## src/rtl/multicycle_main_control.sv

```systemverilog
// Moore main control FSM for the multicycle MIPS datapath (fetch/decode/execute/mem/writeback).
// Optional bne support is built when the macro MC_BNE_EN is defined.
module multicycle_main_control #(
    parameter int ILLEGAL_TRAP = 1,
    parameter int STATE_W      = 4
) (
    input  logic               clk,
    input  logic               rst_n,
    input  logic [5:0]         opcode,
    input  logic               mem_ready,
    output logic               mem_req,
    output logic               mem_write,
    output logic               iord,
    output logic               ir_write,
    output logic               pc_write,
    output logic               branch,
    output logic               branch_ne,
    output logic               reg_write,
    output logic               reg_dst,
    output logic               mem_to_reg,
    output logic               alu_src_a,
    output logic [1:0]         alu_src_b,
    output logic [1:0]         alu_op,
    output logic [1:0]         pc_src,
    output logic               illegal_op,
    output logic               halted,
    output logic [STATE_W-1:0] state
);

    localparam logic [5:0] OP_RTYPE = 6'b000000;
    localparam logic [5:0] OP_LW    = 6'b100011;
    localparam logic [5:0] OP_SW    = 6'b101011;
    localparam logic [5:0] OP_BEQ   = 6'b000100;
    localparam logic [5:0] OP_ADDI  = 6'b001000;
    localparam logic [5:0] OP_J     = 6'b000010;
`ifdef MC_BNE_EN
    localparam logic [5:0] OP_BNE   = 6'b000101;
`endif

    typedef enum logic [STATE_W-1:0] {
        FETCH,
        DECODE,
        MEMADR,
        MEMRD,
        MEMWB,
        MEMWR,
        RTYPEEX,
        RTYPEWB,
        BEQEX,
        ADDIEX,
        ADDIWB,
        JEX,
`ifdef MC_BNE_EN
        BNEEX,
`endif
        HALT
    } state_t;

    typedef struct packed {
        logic       mem_req;
        logic       mem_write;
        logic       iord;
        logic       pc_write;
        logic       branch;
        logic       branch_ne;
        logic       reg_write;
        logic       reg_dst;
        logic       mem_to_reg;
        logic       alu_src_a;
        logic [1:0] alu_src_b;
        logic [1:0] alu_op;
        logic [1:0] pc_src;
        logic       halted;
        logic       fetch;
        logic       decode;
    } ctrl_t;

    state_t r_state;
    state_t w_next;
    ctrl_t  r_ctrl;
    logic   w_legal;

    function automatic logic is_legal(input logic [5:0] op);
        logic ok;
        ok = (op == OP_RTYPE) || (op == OP_LW) || (op == OP_SW) ||
             (op == OP_BEQ)   || (op == OP_ADDI) || (op == OP_J);
`ifdef MC_BNE_EN
        ok = ok || (op == OP_BNE);
`endif
        return ok;
    endfunction

    // Moore output table; registered against the next state so outputs line up with r_state.
    function automatic ctrl_t decode_ctrl(input state_t s);
        ctrl_t c;
        c = '0;
        case (s)
            FETCH: begin
                c.mem_req   = 1'b1;
                c.alu_src_b = 2'b01;
                c.fetch     = 1'b1;
            end
            DECODE: begin
                c.alu_src_b = 2'b11;
                c.decode    = 1'b1;
            end
            MEMADR: begin
                c.alu_src_a = 1'b1;
                c.alu_src_b = 2'b10;
            end
            MEMRD: begin
                c.mem_req = 1'b1;
                c.iord    = 1'b1;
            end
            MEMWB: begin
                c.reg_write  = 1'b1;
                c.mem_to_reg = 1'b1;
            end
            MEMWR: begin
                c.mem_req   = 1'b1;
                c.mem_write = 1'b1;
                c.iord      = 1'b1;
            end
            RTYPEEX: begin
                c.alu_src_a = 1'b1;
                c.alu_op    = 2'b10;
            end
            RTYPEWB: begin
                c.reg_write = 1'b1;
                c.reg_dst   = 1'b1;
            end
            BEQEX: begin
                c.alu_src_a = 1'b1;
                c.alu_op    = 2'b01;
                c.pc_src    = 2'b01;
                c.branch    = 1'b1;
            end
            ADDIEX: begin
                c.alu_src_a = 1'b1;
                c.alu_src_b = 2'b10;
            end
            ADDIWB: begin
                c.reg_write = 1'b1;
            end
            JEX: begin
                c.pc_src   = 2'b10;
                c.pc_write = 1'b1;
            end
`ifdef MC_BNE_EN
            BNEEX: begin
                c.alu_src_a = 1'b1;
                c.alu_op    = 2'b01;
                c.pc_src    = 2'b01;
                c.branch_ne = 1'b1;
            end
`endif
            HALT: begin
                c.halted = 1'b1;
            end
            default: c = '0;
        endcase
        return c;
    endfunction

    assign w_legal = is_legal(opcode);

    always_comb begin
        w_next = FETCH;
        case (r_state)
            FETCH:   w_next = mem_ready ? DECODE : FETCH;
            DECODE: begin
                case (opcode)
                    OP_LW, OP_SW: w_next = MEMADR;
                    OP_RTYPE:     w_next = RTYPEEX;
                    OP_BEQ:       w_next = BEQEX;
                    OP_ADDI:      w_next = ADDIEX;
                    OP_J:         w_next = JEX;
`ifdef MC_BNE_EN
                    OP_BNE:       w_next = BNEEX;
`endif
                    default:      w_next = (ILLEGAL_TRAP != 0) ? HALT : FETCH;
                endcase
            end
            MEMADR:  w_next = (opcode == OP_LW) ? MEMRD : MEMWR;
            MEMRD:   w_next = mem_ready ? MEMWB : MEMRD;
            MEMWR:   w_next = mem_ready ? FETCH : MEMWR;
            RTYPEEX: w_next = RTYPEWB;
            ADDIEX:  w_next = ADDIWB;
            HALT:    w_next = HALT;
            default: w_next = FETCH;
        endcase
    end

    always_ff @(posedge clk or negedge rst_n) begin
        if (!rst_n) begin
            r_state <= FETCH;
            r_ctrl  <= decode_ctrl(FETCH);
        end else begin
            r_state <= w_next;
            r_ctrl  <= decode_ctrl(w_next);
        end
    end

    // Strobes are masked by rst_n so they read 0 while reset is held; mux selects keep FETCH values.
    assign mem_req    = rst_n & r_ctrl.mem_req;
    assign mem_write  = rst_n & r_ctrl.mem_write;
    assign ir_write   = rst_n & r_ctrl.fetch & mem_ready;
    assign pc_write   = rst_n & (r_ctrl.pc_write | (r_ctrl.fetch & mem_ready));
    assign branch     = rst_n & r_ctrl.branch;
    assign reg_write  = rst_n & r_ctrl.reg_write;
    assign illegal_op = rst_n & r_ctrl.decode & ~w_legal;
`ifdef MC_BNE_EN
    assign branch_ne  = rst_n & r_ctrl.branch_ne;
`else
    assign branch_ne  = 1'b0;
`endif

    assign iord       = r_ctrl.iord;
    assign reg_dst    = r_ctrl.reg_dst;
    assign mem_to_reg = r_ctrl.mem_to_reg;
    assign alu_src_a  = r_ctrl.alu_src_a;
    assign alu_src_b  = r_ctrl.alu_src_b;
    assign alu_op     = r_ctrl.alu_op;
    assign pc_src     = r_ctrl.pc_src;
    assign halted     = r_ctrl.halted;
    assign state      = r_state;

endmodule

```

## config.mk

```make
export PLATFORM = sky130hd
export DESIGN_NAME = multicycle_main_control
export DESIGN_NICKNAME = d
export VERILOG_FILES = /design/src/rtl/multicycle_main_control.sv
export SDC_FILE = /design/constraint.sdc
export NUM_CORES = 1
export LEC_CHECK = 0
export ABC_AREA = 1
export CAP_MARGIN = 20
export CELL_PAD_IN_SITES_DETAIL_PLACEMENT = 0
export CELL_PAD_IN_SITES_GLOBAL_PLACEMENT = 1
export CORE_ASPECT_RATIO = 0.8
export CORE_MARGIN = 4
export CORE_UTILIZATION = 33
export CTS_CLUSTER_SIZE = 30
export DETAILED_ROUTE_END_ITERATION = 16
export GPL_TIMING_DRIVEN = 0
export PLACE_DENSITY_LB_ADDON = 0.1
export SLEW_MARGIN = 15
export SYNTH_ARGS = -nofsm -noshare
export SYNTH_HDL_FRONTEND = slang
export SYNTH_SLANG_ARGS = --single-unit
```

## constraint.sdc

```tcl
create_clock -name clk -period 2 [get_ports clk]
set_input_delay 0.3 -clock clk [delete_from_list [all_inputs] [get_ports clk]]
set_output_delay 0.3 -clock clk [all_outputs]
set_load 0.01 [all_outputs]
```

==> results of run 1 <==
## cells by family (layout without fill, tap and decap cells)
family,count (synthesis),in the layout,share of synthesized area [%]
AOI/OAI and AO/OA,4,4,2.09
buffers and inverters,38,73,15.1
and+or+nand+nor,82,82,38.0
other,1,1,0.330
DFF,20,20,44.4
## synth_stat cells (2+ instances only)
master   count
dfstp_2      3
nand2_4      2
nor2_2       4
inv_2        4
inv_1       26
nand2_1     25
dfrtp_1     17
nand3_1     19
nand4_1      3
nand2_2      2
buf_4        7
nor2_1      16
nand3_2      2
nor2_4       3
nor3_1       3
## worst paths after layout
kind                            startpoint    endpoint  depth (start not counted)
worst max-delay path             opcode[5]  illegal_op                          6
worst min-delay path                 rst_n  r_ctrl[18]                          1
worst max register to register    state[2]   alu_src_a                         10
worst min register to register    state[0]   r_ctrl[0]                          1
max in group asynchronous            rst_n   pc_src[1]                          2
min in group clk                 mem_ready  mem_to_reg                          3
## cell type report
class | instances | area (sq um)
Fill cell | 331 | 1630
Sequential cell | 20 | 504
Multi-Input combinational cell | 87 | 459
Timing Repair Buffer | 31 | 309
Inverter | 31 | 119
Buffer | 7 | 52.6
Tap cell | 40 | 50.0
Clock buffer | 3 | 41.3
Clock inverter | 1 | 30.0
## repair_timing
item / in CTS / in global routing
gates resized for setup: 6 / 2
hold endpoints to repair: 0 / 17
setup endpoints to repair: 7 / 2
hold buffers: 0 / 1
## critical path: stages
cell and delay (ps):
clkdlybuf4s50_1 420, nor2_1 220, nand3_1 170, nand2_1 120
nor3_1 50, dlygate4sd2_1 280
## power by group
part	internal (W)	switching (W)	total [W]
combinational	0.000395	0.000486	0.000881
clock	0.000267	0.000135	0.000402
sequential	0.000546	0.0000785	0.000625
## metrics by stage
stage / TNS [ps] / power (W) / std cells / setup WS [ps] / hold slack (ps)
global route: 0 / 0.00206 / 220 / 21.3 / 83.6
floorplan: 0 / 0.00119 / 145 / 480 / 4.41
detailed placement: -4420 / 0.00152 / 215 / -749 / 631
global placement: -4160 / 0.00152 / 215 / -697 / 632
finish: 0 / 0.00191 / 220 / 127 / 82.2
CTS: 0 / 0.00193 / 219 / 38.0 / 25.2
## per-layer routing
metal	global-route usage (%)	vias to the layer above	routed length (um)
met3	4.80	4	194
met1	14.2	438	1100
met4	4.91	0	39
met5	0	-	0
li1	-	508	-
met2	18.2	34	1030
==> metrics.txt, run 1 <==
worst-margin pin slew 789 ps; Net count, final between 150 and 200; Area contributors post-synth dfrtp_1 (37%), inv_1 (8.6%), nand3_1 (8.4%), nand2_1 (8.3%), dfstp_2 (6.9%); Syn. warnings 0; Primary FF master, synth dfrtp_1; Post-synth EDFFs 0; largest area contributor in the netlist dfrtp_1; Synth Instances 145; Finished Core Util roughly half; Largest Register r_ctrl; initial core utilization 35.5%; final hold violations 0; wire per inst 10.7 um; # H-tree levels 1; post-CTS setup buffers 0; Synthesized Nets around 150; share of the synthesized area in the top cell type 37.5%; critical setup path kind primary input to output port; ys async rst share 100%; Root Buffer clkbuf_8; total clock buffers created by CTS 3; core footprint 3200 sq um; VDD IR-drop max 0.659 mV; global-route wire length before repair 3860 um; Ant. Diodes 0; total wire length roughly 2400 um; pwr dens 1220 nW/um^2; part of the Yosys area used for sequential elements between 40% and 50%; die area around 4400 sq um; Post-Syn Area 1130 sq um; Max-Cap Viols 0; Final Max Tran Viols 0; FP Rows 18; Required @ worst endpoint 1700 ps; Yosys cell types 24; Worst Skew roughly 0.67 ps; Routed Antenna Nets 0; vias in the first global route 879; Worst-Skew Late Latency 260 ps; Remaining DRCs 0; Hold WC Path Type primary input to async pin; deepest clock path buffer count 2; clk sinks 20; Final Cycle Share 93.7%; Post-DP Area 1490 sq um; Worst setup SP type primary input; post-route cell area 1570 sq um; Layout Area Growth over Synthesis 37.9%; max reg flops 6; initial antenna violation count 0; CP Capture Type output port; FF-to-FF setup slack 280 ps; GP Congestion between 0.7 and 0.8; total number of vias between 900 and 1000; Die X 73.6 um; setup repair after global routing missed its margin false; Final setup viols 0; pin count of the biggest net entering global routing 28; clk slew on worst S/H paths ~70 ps; Seq cells post-synth 20; 1st-pass router iterations 6; status finished, final reports clean; Leak Pwr slightly below 0.9 nW; Chip Height 60.5 um; CTS tree yes; Final HPWL DP 1860 um; crit path max fanout 4; share of cells above drive strength 1 19.4%; GR Overflow Total 0; most common cell after layout, fill and taps aside clkdlybuf4s50_1; Period minus WS final 1870 ps; Total GRT Usage a little under an eighth; fmax 0.534 GHz; io pins 32; Port Buf Inserts 30; Arr. time, crit path 1570 ps; syn_area_per_cell between 7 and 8 sq um; vias per inst 4.47; starting DRC count in detailed routing 47; slew margin rel. a little under half; most frequent cells in the layout clkdlybuf4s50_1 (27), inv_1 (26), nand2_1 (25)
(Power assumes the default switching activity.)
==> run 2, diff against run 1 <==
PLACE_DENSITY = 0.87   (was unset)
PLACE_DENSITY_LB_ADDON = unset   (was 0.1)
==> metrics.txt, run 2 (synthesis results as in run 1) <==
Largest Register r_ctrl (unchanged); deepest clock path buffer count 2 (unchanged); pin count of the biggest net entering global routing 28 (unchanged); Post-DP Area 1490 sq um (unchanged); vias per inst 4.46 (was 4.47); sequential power share 34.6% (was 32.7%); total number of vias 981 (was 984); vias in the first global route 1010 (was 879); Combinational Power Share 48.9% (was 46.2%); Clk network pwr share 16.4% (was 21.1%); starting DRC count in detailed routing 63 (was 47); most frequent cells in the layout inv_1 (26), clkdlybuf4s50_1 (26), nand2_1 (25) (was clkdlybuf4s50_1 (27), inv_1 (26), nand2_1 (25)); Power Internal 0.00111 W (was 0.00121 W); worst-margin pin slew 781 ps (was 789 ps); core footprint 3200 sq um (unchanged); Routed Antenna Nets 0 (unchanged); Remaining DRCs 0 (unchanged); Port Buf Inserts 30 (unchanged); fmax 0.536 GHz (was 0.534 GHz); Ant. Diodes 0 (unchanged); # H-tree levels 1 (unchanged); VDD IR-drop max 0.922 mV (was 0.659 mV); die area 4450 sq um (unchanged); worst r2r src state[2] (unchanged); GP Congestion 0.875 (was 0.774); post-CTS setup buffers 0 (unchanged); 1st-pass router iterations 4 (was 6); net switching power 0.000707 W (was 0.000699 W); initial core utilization 35.5% (unchanged); worst reg2reg endpoint alu_src_a (unchanged); wire per inst 11.9 um (was 10.7 um); Chip Height 60.5 um (unchanged); slew margin rel. 47.8% (was 47.2%); clk slew on worst S/H paths 70 ps (about the same); CP Capture Type output port (unchanged); Leak Pwr 0.863 nW (was 0.869 nW); switching share of power 38.8% (was 36.7%); post-route cell area 1550 sq um (was 1570 sq um); setup tns final 0 ps (unchanged); Final Cycle Share 93.2% (was 93.7%); GR Overflow Total 0 (unchanged); Required @ worst endpoint 1700 ps (about the same); CTS tree yes (unchanged); status finished, final reports clean (unchanged); total wire length 2620 um (was 2360 um); Max-Cap Viols 0 (unchanged); Arr. time, crit path 1560 ps (was 1570 ps); Total GRT Usage 12.4% (was 11.6%); crit path max fanout 4 (unchanged); Placed Cells incl. Taps 215 (unchanged); global-route wire length before repair 4270 um (was 3860 um); initial antenna violation count 0 (unchanged); share of cells above drive strength 1 20.0% (was 19.4%); FP Rows 18 (unchanged); Worst Skew 0.700 ps (was 0.672 ps); min setup slack post-route 135 ps (was 127 ps); setup repair after global routing missed its margin false (unchanged); dpl ws -817 ps (was -749 ps); clk sinks 20 (unchanged); Hold WC Path Type primary input to async pin (unchanged); io pins 32 (unchanged); Layout Area Growth over Synthesis 36.7% (was 37.9%); max reg flops 6 (unchanged); Final setup viols 0 (unchanged); Final HPWL DP 2020 um (was 1860 um); Die X 73.6 um (unchanged); Worst R2R Path Depth 10 (unchanged); Net count, final 190 (unchanged); total clock buffers created by CTS 3 (unchanged); FF-to-FF setup slack 260 ps (was 280 ps); critical setup path kind primary input to output port (unchanged); pwr dens 1170 nW/um^2 (was 1220 nW/um^2); Period minus WS final 1860 ps (was 1870 ps); final hold violations 0 (unchanged); Worst setup SP type primary input (unchanged); Finished Layout Cells 220 (unchanged); Worst-Skew Late Latency 250 ps (was 260 ps); Final Max Tran Viols 0 (unchanged); Root Buffer clkbuf_8 (unchanged)
## run 2: changes by cell type in the layout (fill, tap and decap cells not counted), sizes merged
cell           before  now
clkbuf              4    5
clkdlybuf4s50      27   26
clkdlybuf4s15       0    1
bufinv              1    0
## run 2: worst max path at each step
stage | start | to | slack, ps | cells past startpoint
3_5_place_dp | rst_n | pc_write | -820 | 4
5_1_grt | opcode[1] | illegal_op | 20 | 6
2_1_floorplan | state[2] | alu_src_a | 480 | 10
3_3_place_gp | rst_n | illegal_op | -710 | 4
6_report | opcode[3] | illegal_op | 140 | 6
4_1_cts | mem_ready | ir_write | 90 | 4
## run 2: metal layers
metal | up-vias | GRT usage (%) | part of all wire [%]
met5 | - | 0 | 0
met4 | 0 | 3.10 | 0.69
met3 | 2 | 4.14 | 4.2
met2 | 18 | 22.0 | 49
met1 | 456 | 14.7 | 46
li1 | 505 | - | -
## run 2: timing repair
action                                  4_1_cts  5_1_grt
endpoints found under the setup margin        7        2
gates resized for setup                       7        4
hold endpoints to repair                      0       17
gates cloned                                  0        0
hold buffers                                  0        1
## run 2: final cells by class
class / instances / area, sq um
fill: 312 / 1650
clock buffer: 4 / 55.1
tap: 40 / 50.0
multi-input combinational: 87 / 462
inverter: 31 / 119
timing repair buffer: 31 / 309
buffer: 7 / 52.6
sequential: 20 / 504
## run 2: critical path: stages
cell and delay, ps:
clkdlybuf4s50_1 500, nor2_1 90, nand3_1 140, nand2_1 90, nor3_1 180, clkdlybuf4s15_1 260
## run 2: power groups by stage
| stage | logic (W) | registers (W) | clock network (W) |
|---|---|---|---|
| finish | 0.000891 | 0.000631 | 0.000299 |
| global route | 0.00101 | 0.000644 | 0.000330 |
| CTS | 0.000896 | 0.000631 | 0.000312 |
| detailed placement | 0.000899 | 0.000638 | 0 |
| global placement | 0.000875 | 0.000632 | 0 |
| floorplan | 0.000546 | 0.000645 | 0 |
## run 2: through the flow
step / power [W] / hold WS, ps / utilization [%]
6_report: 0.00182 / 101 / 48.5
5_1_grt: 0.00198 / 98.0 / 48.5
4_1_cts: 0.00184 / 39.0 / 47.9
3_5_place_dp: 0.00154 / 648 / 46.4
3_3_place_gp: 0.00151 / 627 / 46.4
2_1_floorplan: 0.00119 / 4.41 / -
